===== config.mk =====
export PLATFORM = sky130hd
export DESIGN_NAME = irq_dispatch
export DESIGN_NICKNAME = d
export VERILOG_FILES = /design/src/rtl/irq_dispatch.sv
export SDC_FILE = /design/constraint.sdc
export NUM_CORES = 1
export LEC_CHECK = 0
export CAP_MARGIN = 20
export CORE_AREA = 2 2 74 104
export CTS_CLUSTER_SIZE = 28
export DETAILED_ROUTE_END_ITERATION = 7
export DIE_AREA = 0 0 76 106
export HOLD_SLACK_MARGIN = 0.15
export PLACE_DENSITY = 0.83
export SETUP_SLACK_MARGIN = 0.15
export SLEW_MARGIN = 20
export SYNTH_ARGS = -nofsm -noshare
export SYNTH_HDL_FRONTEND = slang
export SYNTH_SLANG_ARGS = --single-unit

===== constraint.sdc =====
create_clock -name clk -period 7 [get_ports clk]
set_clock_uncertainty 0.05 [all_clocks]
set_input_delay 1.75 -clock clk [delete_from_list [all_inputs] [get_ports clk]]
set_output_delay 1.75 -clock clk [all_outputs]
set_load 0.01 [all_outputs]

===== src/rtl/irq_dispatch.sv =====
// -----------------------------------------------------------------------------
// irq_dispatch
//
// Interrupt initiator for the register group's interrupt port. Rising edges on
// irq_in are latched into per-line pending bits. When interrupts are globally
// enabled (sys[0]) and some pending line is enabled, the lowest-numbered such
// line is selected and fetch is stalled until the pipeline has drained and a
// valid resume address is available. A one-cycle interrupt_ask then carries the
// vector address and the return address to the register group, which loads
// pc/ipc and clears sys (disabling further interrupts).
//
// Ports
//   clk            clock, all state on posedge
//   all_rst_n      asynchronous active-low reset
//   irq_in         request lines, rising edge = request
//   irq_en         per-line enable mask
//   sys            sys register, bit0 = global interrupt enable
//   pipe_busy      1 while any write-back is still in flight
//   resume_pc      address of the next instruction to execute
//   resume_valid   resume_pc is meaningful this cycle
//   pc_stop_req    stall request for fetch
//   interrupt_ask  one-cycle strobe to the register group
//   interrupt_pc   vector address, valid with interrupt_ask
//   interrupt_ipc  return address, valid with interrupt_ask
//   interrupt      pipeline tag, identical to interrupt_ask
//   interrupt_num  number of the line being taken, valid with interrupt_ask
//   pending        pending latches, for debug/status
// -----------------------------------------------------------------------------
module irq_dispatch #(
    parameter int          NUM_IRQ    = 8,
    parameter logic [31:0] VEC_BASE   = 32'h0000_0100,
    parameter int          VEC_STRIDE = 4
) (
    input  logic               clk,
    input  logic               all_rst_n,
    input  logic [NUM_IRQ-1:0] irq_in,
    input  logic [NUM_IRQ-1:0] irq_en,
    input  logic [31:0]        sys,
    input  logic               pipe_busy,
    input  logic [31:0]        resume_pc,
    input  logic               resume_valid,
    output logic               pc_stop_req,
    output logic               interrupt_ask,
    output logic [31:0]        interrupt_pc,
    output logic [31:0]        interrupt_ipc,
    output logic               interrupt,
    output logic [7:0]         interrupt_num,
    output logic [NUM_IRQ-1:0] pending
);

    localparam int IDXW  = (NUM_IRQ > 1) ? $clog2(NUM_IRQ) : 1;
    // Stride is a power of two, so the vector offset is a plain shift.
    localparam int SHIFT = $clog2(VEC_STRIDE);

    typedef enum logic [1:0] {
        ST_IDLE,   // waiting for an enabled pending request
        ST_DRAIN,  // fetch stalled, waiting for the pipeline to empty
        ST_ASK,    // one-cycle strobe to the register group
        ST_HOLD    // gap cycle while the sys clear becomes visible
    } state_t;

    state_t             state_q, state_d;
    logic [NUM_IRQ-1:0] irq_hist_q;
    logic [NUM_IRQ-1:0] pending_q, pending_d;
    logic [NUM_IRQ-1:0] rise;
    logic [NUM_IRQ-1:0] cand;
    logic               cand_any;
    logic [IDXW-1:0]    cand_idx;
    logic [IDXW-1:0]    sel_q, sel_d;
    logic               take;

    // Only the global enable bit of sys matters here.
    logic unused_sys_hi;
    assign unused_sys_hi = ^sys[31:1];

    // Edges seen this cycle count as requests immediately, so a request can
    // leave IDLE on the same clock edge that latches it.
    assign rise = irq_in & ~irq_hist_q;
    assign cand = (pending_q | rise) & irq_en;

    // Lowest index wins: scan from the top so the last hit is the lowest.
    always_comb begin
        // NOTE: every signal written here gets a default first; a path that
        // leaves one unassigned would infer a latch.
        cand_any = 1'b0;
        cand_idx = '0;
        for (int i = NUM_IRQ - 1; i >= 0; i--) begin
            if (cand[i]) begin
                cand_any = 1'b1;
                cand_idx = IDXW'(i);
            end
        end
    end

    // Next-state logic
    always_comb begin
        state_d   = state_q;
        sel_d     = sel_q;
        pending_d = pending_q | rise;
        case (state_q)
            ST_IDLE: begin
                if (sys[0] && cand_any) begin
                    state_d = ST_DRAIN;
                    sel_d   = cand_idx;
                end
            end
            ST_DRAIN: begin
                // Abandon without consuming the request; it stays pending.
                // The selected line is never preempted by a later arrival.
                if (!sys[0] || !irq_en[sel_q]) begin
                    state_d = ST_IDLE;
                end else if (!pipe_busy && resume_valid) begin
                    state_d = ST_ASK;
                end
            end
            ST_ASK: begin
                // Consume the taken request unless a fresh edge on the same
                // line arrives in this very cycle.
                pending_d[sel_q] = rise[sel_q];
                state_d          = ST_HOLD;
            end
            ST_HOLD: begin
                state_d = ST_IDLE;
            end
            default: begin
                state_d = ST_IDLE;
            end
        endcase
    end

    assign take = (state_q == ST_DRAIN) && (state_d == ST_ASK);

    // State, request latches and edge history
    always_ff @(posedge clk or negedge all_rst_n) begin
        if (!all_rst_n) begin
            state_q    <= ST_IDLE;
            sel_q      <= '0;
            pending_q  <= '0;
            // Cleared history makes a line already high at release an edge.
            irq_hist_q <= '0;
        end else begin
            // NOTE: sequential state uses non-blocking assignments so every
            // register samples the pre-edge values regardless of order.
            state_q    <= state_d;
            sel_q      <= sel_d;
            pending_q  <= pending_d;
            irq_hist_q <= irq_in;
        end
    end

    // Registered outputs, decoded from the next state so they line up with it
    always_ff @(posedge clk or negedge all_rst_n) begin
        if (!all_rst_n) begin
            pc_stop_req   <= 1'b0;
            interrupt_ask <= 1'b0;
            interrupt_pc  <= '0;
            interrupt_ipc <= '0;
            interrupt_num <= '0;
        end else begin
            pc_stop_req   <= (state_d == ST_DRAIN) || (state_d == ST_ASK);
            interrupt_ask <= (state_d == ST_ASK);
            // Payload only changes on entry to ASK and holds otherwise.
            if (take) begin
                interrupt_pc  <= VEC_BASE + (32'(sel_q) << SHIFT);
                interrupt_ipc <= resume_pc;
                interrupt_num <= 8'(sel_q);
            end
        end
    end

    assign interrupt = interrupt_ask;
    assign pending   = pending_q;

endmodule


======== After elaboration in Yosys (flattened, before gate mapping) ========
Index checks and enable logic that the tools add are counted.
storage, ports and cells
  output and inout port bits .............. 83
  bits of input ports ..................... 84
  logic and storage cells ................. 60
  flip-flop bits (word level) ............. 90
cells by class
  reductions and logical operators ........ 11
  equality and inequality tests ........... 5
  add/subtract/negate cells ............... 1
  $lt $le $gt $ge ......................... 2
  bitwise gates (word level) .............. 4
  muxes and demuxes ....................... 28
operators by type and width
  kind                  number
  $mux 3                8
  $and 8x8->8           2
  $mux 1                11
  $add 9x5->10 const A  1
  $bwmux 8              1
  $mux 8                1
  $not 8->8             1
  $or 8x8->8            1
  $pmux 2 s4            1
  $bmux 1 s3            2
  $eq 2x2->1 const B    3
  $mux 2                3
  $eq 2x1->1 const B    2
  $logic_and 1x1->1     4
  $lt 3x4->1 const B    1
  $demux 1 s3           1
  $ge 3x1->1 const B    1
  $logic_not 1->1       3
  $logic_not 2->1       1
  $logic_or 1x1->1      2
  $reduce_and 2->1      1

======== Logic depth before layout (Yosys ltp) ========
  depth after elaboration ................. 17
  gate-level depth with buffers ........... 10
  mapped depth without buffers ............ 8

======== Least setup slack after synthesis ========
Ideal clock, no wire load.
  path kind ............................... input -> register
  from .................................... input irq_in[3]
  to ...................................... register interrupt_ipc[10]
  path slack .............................. 3028 ps
  path buffers ............................ 1
  library setup time ...................... 125 ps
  data arrival time ....................... 3797 ps
  stages .................................. 9
  data required time ...................... 6825 ps
  cell sequence ........................... nor2b_1 o21ai_0 nand4_1 or2_2 a311oi_1 ha_1 nand2_1 clkbuf_1 mux2_2
on the way
  word-level cells in the longest chain between the ends .. 12
ends and longest elaborated chain
  what                  line  text
  start, declared       36    input logic [NUM_IRQ-1:0] irq_in,
  $and 8x8->8           78    assign rise = irq_in & ~irq_hist_q;
  $or 8x8->8            79    assign cand = (pending_q | rise) & irq_en;
  $and 8x8->8           79
  $mux 1 (4 in a row)   88    if (cand[i]) begin
  $logic_and 1x1->1     102   if (sys[0] && cand_any) begin
  $mux 2                102
  $pmux 2 s4            100   case (state_q)
  $eq 2x2->1            131   assign take = (state_q == ST_DRAIN) && (state_d == ST_ASK);
  $logic_and 1x1->1     131
  end signal, assigned  165   interrupt_ipc <= resume_pc;
  end, declared         45    output logic [31:0] interrupt_ipc,
No other way between the ends.
A chain may end at the register's enable or synchronous reset.

======== Worst setup path in the final report ========
  from .................................... input irq_in[5]
  to ...................................... register interrupt_ipc[19]
on the way
  word-level cells in the longest chain between the ends .. 14
ends and longest elaborated chain
  what                 line
  $and 8x8->8          78
  $or 8x8->8           79
  $and 8x8->8          79
  $mux 1 (6 in a row)  88
  $logic_and 1x1->1    102
  $mux 2               102
  $pmux 2 s4           100
  $eq 2x2->1           131
  $logic_and 1x1->1    131
No other way between the ends.

==> metrics <==
post-layout min period=between 4 and 5 ns; Core Area=7180 sq um; Netlist Area Pre-Place=2770 sq um; clk_lat worst skew=0.34 ns; Die ar.=8060 sq um; largest net degree at the start of global routing=60; Syn Area/Cell=approximately 13 sq um; Top Ports=roughly 170; worst vdd ir=0.163 mV; critical path type=in2reg; critical path depth=10; gr usage total=0.159; Area growth syn-to-layout=41.2%; f_max=roughly 210 MHz; crit path cell chain=clkdlybuf4s50_1 -> nor2b_1 -> o21ai_0 -> nand4_1 -> or2_2 -> a311oi_1 -> ha_1 -> nand2_1 -> buf_4 -> mux2_2; startpoint types=input port; initial antenna violation count=0; GP Congestion=0.789; Worst-path clk slew=~0.070 ns; CTS root buf=clkbuf_8; Clock Path Buffers=2; port bufs=102; Final Util=0.546; CTS tree=done; Critical Path End Type=register; Die X=76 microns; grt ovf=0; vias per cell=roughly 4.8; Num CTS Buffers=9; n_diodes=0; ratio of total power to cell area=324 nW/um^2; worst setup path end=interrupt_ipc[19]; Worst R2R Path Depth=9; setup bufs post-CTS=0; H-Tree Depth=3; Routed wire per std cell=approximately 14 microns; Final TNS setup=0 ns; Crit Reg-Reg Startpoint=sel_q[1]; DP Wirelength=4580 microns; Worst Hold Depth=1; post-synthesis sequential area ratio=0.532; Die Y=roughly 110 microns; Cells after Synth=219; synth unique cells=34; WP data required=7.17 ns; WP buf/inv=2; CP Max Fanout=21; Slew headroom=0.498; fin nets=408; starting density of the core=0.386; Critical Path Start=irq_in[5]; share of layout cells above drive strength 1=0.183; Worst path top cell family by delay=simple AND/OR/NAND/NOR gates; max incr delay on CP=around 0.42 ns; final period utilization=0.682; count of yosys warnings during synthesis=0; final setup violating endpoints=0; crit path DAT=4.95 ns; 1st-pass router iterations=4; PostCTS Resize Cnt=0; Synth Register Bits=59; Main synth FF type=dfrtp_1; min-delay worst type=reg2reg; status=completed; number of synthesized flops with an enable pin=0; clock sinks=59; total number of vias=2020; DRC Markers=0; Worst Max-Slew Pin Slew=~0.75 ns; critical path's slowest cell=nand2_1; post-route ant nets=0; standard-cell rows=37; final slew viol count=0; vias in the first global route=between 2000 and 2500; LEAKAGE=1.71 nW; R2R setup slack=around 3.7 ns; Max-cap violations=0; Post-synth ARST share=1.00; global-route wire length before repair=9950 microns; cts hold-fix bufs=0; Fin. Hold Viols=0; WL final=6110 microns; RR Endpoint=interrupt_ipc[19]; RSZ-0062 raised after global routing=no; number of DRC markers in iteration 0=38
-- cells by family after synthesis --
group           count (synthesis)  share of synthesized area
other cells                     1                    0.00135
buf+inv                        45                      0.114
mux                            44                      0.196
simple gates                   38                     0.0754
compound gates                 31                     0.0763
fa+ha+maj                       1                    0.00451
flops                          59                      0.532
-- area by class of cell --
class	count	area [sq um]
clock buffer	11	151
clock inverter	5	27.5
fill	625	3260
inverter	2	7.51
multi-input combinational	147	1100
sequential	59	1480
tap	97	121
timing repair buffer	104	1030
-- per-layer routing --
layer	vias to the layer above	part of all wire	track usage
met1	982	0.37	0.171
met2	102	0.52	0.270
li1	917	-	-
met3	19	0.071	0.0518
met4	0	0.034	0.103
met5	-	0	0
-- sequential cells by signal (all words and copies together), names as in the netlist --
| name | count |
|---|---|
| state_q | 2 |
| irq_hist_q | 8 |
| interrupt_pc | 2 |
| sel_q | 3 |
| interrupt_num | 2 |
| pending | 8 |
| interrupt | 1 |
| pc_stop_req | 1 |
| interrupt_ipc | 32 |
-- worst min-delay path by stage --
| stage | startpoint | to | slack (ns) |
|---|---|---|---|
| floorplan | interrupt_pc[8] | interrupt_pc[8] | 0.45 |
| global placement | interrupt_pc[8] | interrupt_pc[8] | 0.41 |
| detailed placement | interrupt_pc[8] | interrupt_pc[8] | 0.40 |
| CTS | interrupt_pc[8] | interrupt_pc[8] | 0.43 |
| global route | interrupt_pc[8] | interrupt_pc[8] | 0.44 |
| finish | interrupt_pc[8] | interrupt_pc[8] | 0.43 |
-- stage by stage --
| stage | power, mW | cells | area (sq um) | setup WS, ns | hold slack, ns |
|---|---|---|---|---|---|
| 4_1_cts | 1.28 | 425 | 3920 | 2.23 | 0.430 |
| 5_1_grt | 1.34 | 425 | 3920 | 1.93 | 0.445 |
| 3_3_place_gp | 0.985 | 409 | 3740 | 1.99 | 0.409 |
| 2_1_floorplan | 0.765 | 251 | 2890 | 3.03 | 0.454 |
| 3_5_place_dp | 1.00 | 409 | 3740 | 1.86 | 0.401 |
| 6_report | 1.27 | 425 | 3920 | 2.22 | 0.426 |
-- placed cells by master, fill, tap and decap left out --
cell type	n
clkdlybuf4s50_1	101
dfrtp_1	59
mux2_2	37
conb_1	33
o21ai_0	12
clkbuf_8	11
nor2b_1	10
nand2_1	9
nor2_1	6
o31a_1	4
clkinv_2	4
mux2i_1	3
nor3b_1	3
o21a_1	3
inv_1	2
nand4_1	2
mux4_1	2
nand2b_1	2
a311oi_1	2
mux4_2	2
a31oi_1	2
nand3b_1	2
a21oi_1	2
buf_4	2
or2_2	1
nand3_2	1
a311o_1	1
a211oi_1	1
a41oi_1	1
nor3_1	1
o211ai_1	1
o211a_1	1
and2_1	1
a32o_1	1
ha_1	1
clkinvlp_4	1
buf_2	1
-- Yosys cell counts, types with 3 or more instances --
master | count | area share
nor2_1 | 6 | 0.0081
dfrtp_1 | 59 | 0.53
o21a_1 | 3 | 0.0081
mux2_2 | 37 | 0.15
o31a_1 | 4 | 0.013
clkbuf_1 | 5 | 0.0068
mux2i_1 | 3 | 0.011
nor2b_1 | 10 | 0.023
nand2_1 | 9 | 0.012
buf_4 | 37 | 0.10
o21ai_0 | 12 | 0.022
nor3b_1 | 3 | 0.0081
-- power by group --
group | switching, mW | internal, mW
Sequential | 0.0789 | 0.440
Clock | 0.136 | 0.145
Combinational | 0.177 | 0.294
(Power assumes the default switching activity.)
